### config.mk
export PLATFORM = sky130hd
export DESIGN_NAME = sound_player
export DESIGN_NICKNAME = d
export VERILOG_FILES = /design/src/rtl/frogger_pkg.sv /design/src/rtl/tone_gen.sv /design/src/rtl/sound_player.sv
export SDC_FILE = /design/constraint.sdc
export NUM_CORES = 1
export LEC_CHECK = 0
export CORE_UTILIZATION = 65
export CTS_BUF_LIST = sky130_fd_sc_hd__clkbuf_4 sky130_fd_sc_hd__clkbuf_8
export DETAILED_ROUTE_END_ITERATION = 8
export HOLD_SLACK_MARGIN = 0.08
export MAX_ROUTING_LAYER = met4
export PLACE_DENSITY = 0.86
export SYNTH_ARGS = -nofsm -noshare
export SYNTH_HDL_FRONTEND = slang
export SYNTH_SLANG_ARGS = --single-unit
### constraint.sdc
create_clock -name clk -period 9 [get_ports clk]
set_clock_uncertainty 0.1 [all_clocks]
set_input_delay 1.8 -clock clk [delete_from_list [all_inputs] [get_ports clk]]
set_output_delay 1.8 -clock clk [all_outputs]
set_load 0.1 [all_outputs]
### src/rtl/frogger_pkg.sv
// frogger_pkg: sound codes and player states shared with the game-state FSM
package frogger_pkg;
  typedef enum logic [1:0] {UI_PRESS, NEXTLEVEL, CRASH, CELEBRATION} soundtype_t;
  typedef enum logic [1:0] {IDLE, TONE, GAP} player_state_t;
  function automatic logic [1:0] last_note(input soundtype_t s);
    return s == CELEBRATION ? 2'd3 : s == UI_PRESS ? 2'd0 : 2'd2;
  endfunction
endpackage

### src/rtl/tone_gen.sv
// tone_gen: square-wave divider, restarts low on load, held low when disabled
module tone_gen #(
  parameter int W = 8
) (
  input  logic         clk,
  input  logic         reset_n,
  input  logic         en,
  input  logic         load,
  input  logic [W-1:0] half_period,
  output logic         wave
);
  logic [W-1:0] cnt;
  always_ff @(posedge clk or negedge reset_n)
    if (!reset_n) begin
      cnt  <= '0;
      wave <= 1'b0;
    end else if (load) begin
      cnt  <= half_period - 1'b1;
      wave <= 1'b0;
    end else if (!en) begin
      wave <= 1'b0;
    end else if (cnt == '0) begin
      cnt  <= half_period - 1'b1;
      wave <= ~wave;
    end else begin
      cnt <= cnt - 1'b1;
    end
endmodule

### src/rtl/sound_player.sv
// sound_player: plays prioritised note sequences as a square wave on one pin
module sound_player
  import frogger_pkg::*;
#(
  parameter int CLK_HZ      = 48_000_000,
  parameter int NOTE_CYCLES = 4_800_000,
  parameter int GAP_CYCLES  = 480_000
) (
  input  logic       clk,
  input  logic       reset_n,
  input  logic       playsound,
  input  logic [1:0] soundselector,
  output logic       speaker,
  output logic       busy,
  output logic [1:0] cur_sound
);
  localparam int TW = $clog2(CLK_HZ / 392) + 1;
  localparam int DW = $clog2(NOTE_CYCLES > GAP_CYCLES ? NOTE_CYCLES : GAP_CYCLES) + 1;
  localparam logic [DW-1:0] NOTE_LD = DW'(NOTE_CYCLES - 1);
  localparam logic [DW-1:0] GAP_LD  = DW'(GAP_CYCLES - 1);
  function automatic logic [TW-1:0] hp_of(input int f);
    int h;
    h = CLK_HZ / (2 * f);
    return TW'(h < 1 ? 1 : h);
  endfunction
  // indexed by {sound, note}; short sounds repeat their last entry
  localparam logic [TW-1:0] HP_TAB [16] = '{
    hp_of(880), hp_of(880), hp_of(880), hp_of(880),
    hp_of(523), hp_of(659), hp_of(784), hp_of(784),
    hp_of(392), hp_of(311), hp_of(196), hp_of(196),
    hp_of(523), hp_of(659), hp_of(784), hp_of(1047)};
  player_state_t state, state_n;
  soundtype_t    cur_q, cur_n, code_q;
  logic [1:0]    idx, idx_n;
  logic [DW-1:0] dur, dur_n;
  logic          prev_ps, armed, req, rise, start, load;
  // armed blocks a level that was already high when reset released
  assign rise  = playsound & ~prev_ps & armed;
  assign start = req && (state == IDLE || code_q >= cur_q);
  always_comb begin
    state_n = state;
    cur_n   = cur_q;
    idx_n   = idx;
    dur_n   = dur;
    load    = 1'b0;
    if (start) begin
      state_n = TONE;
      cur_n   = code_q;
      idx_n   = 2'd0;
      dur_n   = NOTE_LD;
      load    = 1'b1;
    end else if (state == TONE) begin
      state_n = dur == '0 ? GAP : TONE;
      dur_n   = dur == '0 ? GAP_LD : dur - 1'b1;
    end else if (state == GAP && dur != '0) begin
      dur_n = dur - 1'b1;
    end else if (state == GAP && idx == last_note(cur_q)) begin
      state_n = IDLE;
    end else if (state == GAP) begin
      state_n = TONE;
      idx_n   = idx + 2'd1;
      dur_n   = NOTE_LD;
      load    = 1'b1;
    end
  end
  always_ff @(posedge clk or negedge reset_n)
    if (!reset_n) begin
      prev_ps <= 1'b0;
      armed   <= 1'b0;
      req     <= 1'b0;
      code_q  <= UI_PRESS;
      state   <= IDLE;
      cur_q   <= UI_PRESS;
      idx     <= '0;
      dur     <= '0;
    end else begin
      prev_ps <= playsound;
      armed   <= armed | ~playsound;
      req     <= rise;
      if (rise) code_q <= soundtype_t'(soundselector);
      state <= state_n;
      cur_q <= cur_n;
      idx   <= idx_n;
      dur   <= dur_n;
    end
  tone_gen #(.W(TW)) u_tone (
    .clk        (clk),
    .reset_n    (reset_n),
    .en         (state_n == TONE),
    .load       (load),
    .half_period(HP_TAB[{cur_n, idx_n}]),
    .wave       (speaker)
  );
  assign busy      = state != IDLE;
  assign cur_sound = cur_q;
endmodule

; ---- Word level (Yosys, flattened, before mapping)
; Memories as Yosys holds them, arrays and structs flattened.
; Cells that the tools add are included.
[classes]
order_cmp = 2
n_mux = 33
add_sub_neg = 4
reduce_logical = 13
bitwise_logic = 7
eq_ne = 7
[op_table]
columns = cell, count
row1 = 24-bit 2-to-1 mux, 6
row2 = 18-bit 2-to-1 mux, 5
row3 = 18-bit by 1-bit subtractor with 18-bit output (second input constant), 2
row4 = 2-bit 2-to-1 mux, 14
row5 = 24-bit logical NOT, 1
row6 = 24-bit nonzero test, 1
row7 = 24-bit by 1-bit subtractor with 24-bit output (second input constant), 1
row8 = 18-bit logical NOT, 1
row9 = 1-bit 2-to-1 mux, 8
row10 = 5-bit >= comparator (second input constant), 1
row11 = 4-bit inverter with 5-bit output, 1
row12 = 2-bit by 1-bit equality test with 1-bit output (second input constant), 2
row13 = 2-bit equality test (second input constant), 2
row14 = 2-bit logical NOT, 2
row15 = 4-bit inequality test (second input constant), 1
row16 = 2-bit nonzero test, 2
row17 = 4-bit nonzero test, 1
row18 = 1-bit logical AND, 3
row19 = 3-bit inequality test (second input constant), 1
row20 = 1-bit inverter, 3
row21 = 2-bit by 1-bit adder with 2-bit output (second input constant), 1
row22 = 1-bit bitwise AND, 2
row23 = 2-bit equality test, 1
row24 = 2-bit >= comparator, 1
row25 = other kinds (3), 3
[totals]
mem_count = 1
reg_bits = 54
mem_bits_ro = 288
wordCells = 77
out_inout_bits = 4
[mem_list]
columns = memory, words, width, read_ports, rd_clocked_by_memory_dff, wr, line_no
row1 = (name not given), 16, 18, 1, 0, 0, sound_player.sv:91  ; .half_period(HP_TAB[{cur_n, idx_n}]),

; ---- Depth between registers and ports, before layout
[logic_depth]
depth_word = 17
depth_mapped = 16

; ---- Modules after synthesis
; From an unflattened synthesis, not the netlist that was laid out.
[hier_totals]
hier_cells = 443
hier_area_um2 = 3806.2
[by_module_without_submodules]
columns = mod, cells_each, instances, area_per_inst_um2
row1 = sound_player, 264, 1, 2308.5
row2 = tone_gen, 179, 1, 1497.7

; ---- Worst setup path before layout
; OpenSTA, ideal clock, no wires.
[synth_timing]
path_kind = register to register
startpoint = register cur_q[0] (netlist: cur_sound[0])
endpoint = register u_tone.cnt[6]
arrival_time_ns = 3.828
path_stages_with_launch = 13
period_less_slack_ns = 4.054
slack_ns = 4.946
cell_sequence = dfrtp_1 buf_2 or4bb_1 o211ai_1 nor4_4 xnor2_1 nor2_1 inv_1 ha_1 or2_2 a211oi_4 mux2i_1 a221o_1
[synth_via]
elab_chain_cells = 17
[synth_lines]
columns = item, line_no
row1 = from (decl), sound_player.sv:33  ; soundtype_t cur_q, cur_n, code_q;
row2 = from (signal assigned), sound_player.sv:82  ; cur_q <= cur_n;
row3 = 2-bit logical NOT, frogger_pkg.sv:6  ; return s == CELEBRATION ? 2'd3 : s == UI_PRESS ? 2'd0 : 2'd2;
row4 = 2-bit 2-to-1 mux (2 in series), frogger_pkg.sv:6
row5 = 2-bit equality test, sound_player.sv:57  ; end else if (state == GAP && idx == last_note(cur_q)) begin
row6 = 1-bit logical AND, sound_player.sv:57
row7 = 2-bit 2-to-1 mux, sound_player.sv:57
row8 = 2-bit 2-to-1 mux, sound_player.sv:55  ; end else if (state == GAP && dur != '0) begin
row9 = 2-bit 2-to-1 mux, sound_player.sv:52  ; end else if (state == TONE) begin
row10 = 2-bit 2-to-1 mux *, sound_player.sv:46  ; if (start) begin
row11 = via idx_n[0], sound_player.sv:34  ; logic [1:0] idx, idx_n;
row12 = 4-bit inverter with 5-bit output (not written as such) *, sound_player.sv:91
row13 = memory 16 x 18 bit *, n/a
row14 = 18-bit 2-to-1 mux (not written as such) * (2 in series), sound_player.sv:91
row15 = 18-bit by 1-bit subtractor with 18-bit output *, "tone_gen.sv:18, tone_gen.sv:23"
row16 = 18-bit 2-to-1 mux, tone_gen.sv:22  ; end else if (cnt == '0) begin
row17 = 18-bit 2-to-1 mux, tone_gen.sv:20  ; end else if (!en) begin
row18 = 18-bit 2-to-1 mux *, tone_gen.sv:17  ; end else if (load) begin
row19 = to (signal assigned), tone_gen.sv:18  ; cnt <= half_period - 1'b1;
row20 = to (signal assigned), tone_gen.sv:23  ; cnt <= half_period - 1'b1;
row21 = to (signal assigned), tone_gen.sv:26  ; cnt <= cnt - 1'b1;
row22 = to (decl), tone_gen.sv:12  ; logic [W-1:0] cnt;
; Mark *: on every way through the listed nets, which the timed path passes. The rest lies on a longest branch. The select of a mux whose other input is x is not followed.
; A chain may end at the register's enable or synchronous reset.

; ---- Final worst setup path
[layout_timing]
startpoint = register dur[1]
endpoint = register u_tone.cnt[6]
[layout_via]
elab_chain_cells = 13
[layout_lines]
columns = item, line_no
row1 = from (decl), sound_player.sv:35  ; logic [DW-1:0] dur, dur_n;
row2 = from (signal assigned), sound_player.sv:84  ; dur <= dur_n;
row3 = 24-bit nonzero test *, sound_player.sv:55
row4 = 1-bit logical AND *, sound_player.sv:55
row5 = 2-bit 2-to-1 mux *, sound_player.sv:55
row6 = 2-bit 2-to-1 mux *, sound_player.sv:52
row7 = 2-bit 2-to-1 mux *, sound_player.sv:46
row8 = via idx_n[0], sound_player.sv:34
row9 = 4-bit inverter with 5-bit output (not written as such) *, sound_player.sv:91
row10 = memory 16 x 18 bit *, n/a
row11 = 18-bit 2-to-1 mux (not written as such) * (2 in series), sound_player.sv:91
row12 = 18-bit by 1-bit subtractor with 18-bit output *, "tone_gen.sv:18, tone_gen.sv:23"
row13 = 18-bit 2-to-1 mux, tone_gen.sv:22
row14 = 18-bit 2-to-1 mux, tone_gen.sv:20
row15 = 18-bit 2-to-1 mux *, tone_gen.sv:17
; Marks and branches as above.

==> summary.txt <==
Worst setup path
  • Worst path depth: 15
  • CP endpoint kind: register
  • Critical path buffers and inverters: 3
  • Crit path DAT: 4170 ps
  • Top delay family on crit path: simple AND/OR/NAND/NOR gates
  • Slowest stage cell, crit path: nor4_4
  • Setup CP Type: register to register
  • Launch point of the worst reg-to-reg path: dur[1]
  • Worst R2R Setup Slack: 4950 ps
  • CP Data Required Time: 9110 ps
  • R2r worst-path depth: 15
  • R2R Path End: u_tone.cnt[6]
  • Crit path max fanout: 9
  • Crit path cell chain: inv_1, ha_1, nor3b_2, nand3_4, nor4_4, xnor2_1, nor2_1, inv_1, ha_1, nand2_1, ha_1, inv_1, a211oi_4, mux2i_1, a221o_1
  • Critical Path Max Stage Delay: 500 ps
  • Type of origin of the critical path: register

STA
  • RSZ-0062 raised after global routing: no
  • Worst setup margin: 4950 ps
  • Endpoints failing hold: 0
  • Post-route minimum period: 4050 ps
  • Fmax: 247 MHz
  • Relative slew slack: 10.2%
  • Fin crit share: 45.1%
  • Worst-Margin Slew: 1340 ps
  • Setup TNS after final layout: 0 ps
  • Max-slew violations: 0
  • Finish-stage setup viols: 0

Logic synthesis
  • Post-synth top area share: 37.4%
  • Largest family of logic cells by synthesized area: compound AO/OA/AOI/OAI gates
  • Syn Area/Cell: 8.48 sq um
  • Cell count after synthesis: 426
  • Syn_nets: 443
  • Sequential share of the synthesized area: 37.4%
  • Synth warn: 0
  • Post-synth EDFFs: 0
  • Ys flop type: dfrtp_1
  • Library cells used by synthesis: 64
  • Adder-Cell Fraction of Synth Area: 4.43%
  • #FFs+latches synth: 54
  • Synth area leader: dfrtp_1
  • Synth Area in Compound Gates: 25.8%
  • Mux cell area share after synthesis: 1.59%
  • Asr flop ratio synth: 100%
  • Leading post-synthesis cells by cell area: dfrtp_1, o21ai_0, a21oi_1
  • Synth Area in XOR/XNOR: 1.94%
  • Synthesized-area fraction occupied by and/or/nand/nor cells: 24.8%
  • Synthesized cell area: 3610 sq um

Worst hold path
  • Hold path start: prev_ps
  • Worst Hold Path Cells: 1
  • Worst Hold Endpoint: req
  • HP Class: register to register

Routing
  • First-iteration detailed-routing DRC count: 412
  • WL/cell: 17.1 microns
  • Post-route DRC violation count: 0
  • Final ANT Viol Nets: 0
  • Vias: 3322
  • Vias per cell: 6.70
  • First-pass DRT Iterations: 5
  • Final WL: 8480 microns

Floorplan
  • Initial core utilization: 69.0%
  • Die width: 76.6 microns
  • Core ar.: 5240 sq um
  • Standard-cell rows: 26
  • DIE HEIGHT: 76.6 microns
  • Full die area: 5860 sq um
  • IO Pins: 9

Clock tree
  • Post-CTS setup buffer count: 0
  • Post-cts hold buffer count: 0
  • Worst skew pair latency: 320 ps
  • CTS max path bufs: 2
  • CTS buffer count: 5
  • Clock sink total: 54
  • Clock transition at path regs: 100 ps
  • Cts repair resizes: 0
  • H-tree depth: 2
  • CTS tree: yes
  • Root Driver: clkbuf_8

Finish
  • Commonest non-fill, non-tap cells in the layout: dfrtp_1, nand2_1, nor2_1, o21ai_0, a21oi_1
  • Fillers: 394
  • Area growth syn-to-layout: 6.23%
  • NumNets Final: 443
  • Diode count: 0
  • Share of layout cells above drive strength 1: 7.98%
  • Most common cell after layout, fill and taps aside: dfrtp_1

Place
  • RePlAce Congestion: 0.894
  • Port bufs: 8
  • Pre-CTS setup slack: 5050 ps
  • Hpwl dp: 5830 microns

GRT
  • Gr ovfl total: 0
  • Overall routing resource usage: 32.4%
  • Vias in the first global route: 3113
  • Largest net degree at the start of global routing: 55
  • First-pass GRT wire length: 14800 microns
  • Antenna violations before repair: 0

Pwr
  • Leak Pwr: 0.00154 uW
  • Power per cell area: 236 nW/um^2
  • Maximum vdd drop: 180 uV

Status
  • Status: complete, no violations

Flow run
  • Total of max-cap violations: 0
## worst reg2reg max path, stage by stage (launching register included)
cell      delay, ps
dfrtp_1         410
inv_1            90
ha_1            190
nor3b_2         400
nand3_4         220
nor4_4          500
xnor2_1         160
nor2_1          360
inv_1           190
ha_1            230
nand2_1         120
ha_1            210
inv_1            80
a211oi_4        260
mux2i_1         120
a221o_1         320
## routing by layer
layer | vias up | track usage, % | part of all wire [%]
met1 | 1562 | 45.2 | 45
met2 | 173 | 46.5 | 45
met3 | 21 | 6.71 | 7.6
met4 | 0 | 12.3 | 2.0
met5 | - | - | 0
li1 | 1566 | - | -
## cell families after synthesis
group,after synthesis
AO/OA/AOI/OAI,151
XOR/XNOR,8
adder cells (fa/ha/maj),13
buffers and inverters,36
flip-flops,54
multiplexers,5
AND/OR/NAND/NOR,159
## report_power, final
| group | switching [uW] | internal [uW] | total (uW) |
|---|---|---|---|
| Sequential | 73.9 | 299 | 373 |
| Clock | 80.0 | 89.2 | 169 |
| Combinational | 229 | 133 | 362 |
| Total | 383 | 522 | 904 |
## layout make-up
type | count | area (sq um) | area share [%]
Clock buffer | 6 | 82.6 | 2.15
Clock inverter | 1 | 30.0 | 0.782
Inverter | 17 | 66.3 | 1.73
Multi-Input combinational cell | 336 | 2120 | 55.1
Sequential cell | 54 | 1350 | 35.2
Tap cell | 70 | 87.6 | 2.28
Timing Repair Buffer | 12 | 105 | 2.74
## worst max path at each step
stage | start | endpoint | slack [ps]
after floorplan | cur_sound[0] | u_tone.cnt[6] | 4950
after global placement | dur[0] | u_tone.cnt[6] | 5250
after detailed placement | dur[0] | u_tone.cnt[6] | 5050
after CTS | dur[0] | u_tone.cnt[6] | 5020
after global routing | dur[0] | u_tone.cnt[6] | 4690
final | dur[1] | u_tone.cnt[6] | 4950
## synthesized netlist by cell type (2+ instances only)
cell,n
xor2_1,2
a21o_1,2
nand2_1,45
a211oi_1,3
nor2_1,38
nand2b_1,8
o21ai_0,38
nor3b_2,2
clkbuf_1,12
inv_1,15
o21a_1,2
and2_1,4
nand3b_1,2
a211o_1,2
nand3_1,8
nor4_2,3
dfrtp_1,54
buf_2,7
or3_1,6
a22o_1,2
ha_1,12
and3_1,3
o221ai_1,2
o22ai_1,5
mux2_2,2
o211ai_1,5
o22a_1,5
o21ai_1,17
xnor2_1,6
or2_2,2
nor3_1,17
or4_1,3
mux2i_1,2
a21oi_1,34
nor4_4,4
o31ai_1,4
nor2b_1,4
a31oi_1,15
o41ai_1,3
nor4_1,2
## sequential cells by signal, indices dropped and copies added (netlist names)
name / cells
idx: 2
u_tone.wave: 1
prev_ps: 1
state: 2
cur_sound: 2
armed: 1
req: 1
dur: 24
code_q: 2
u_tone.cnt: 18
## stage by stage
stage               hold WS (ps)  total power (uW)  area [sq um]  instances  utilization [%]
floorplan                    307               645          3610        426                -
global placement             331               716          3730        489             71.1
detailed placement           339               729          3730        489             71.1
CTS                          341               899          3840        496             73.3
global route                 346               968          3840        496             73.3
finish                       322               904          3840        496             73.3
Note: power is estimated with default switching activity, not from simulation.
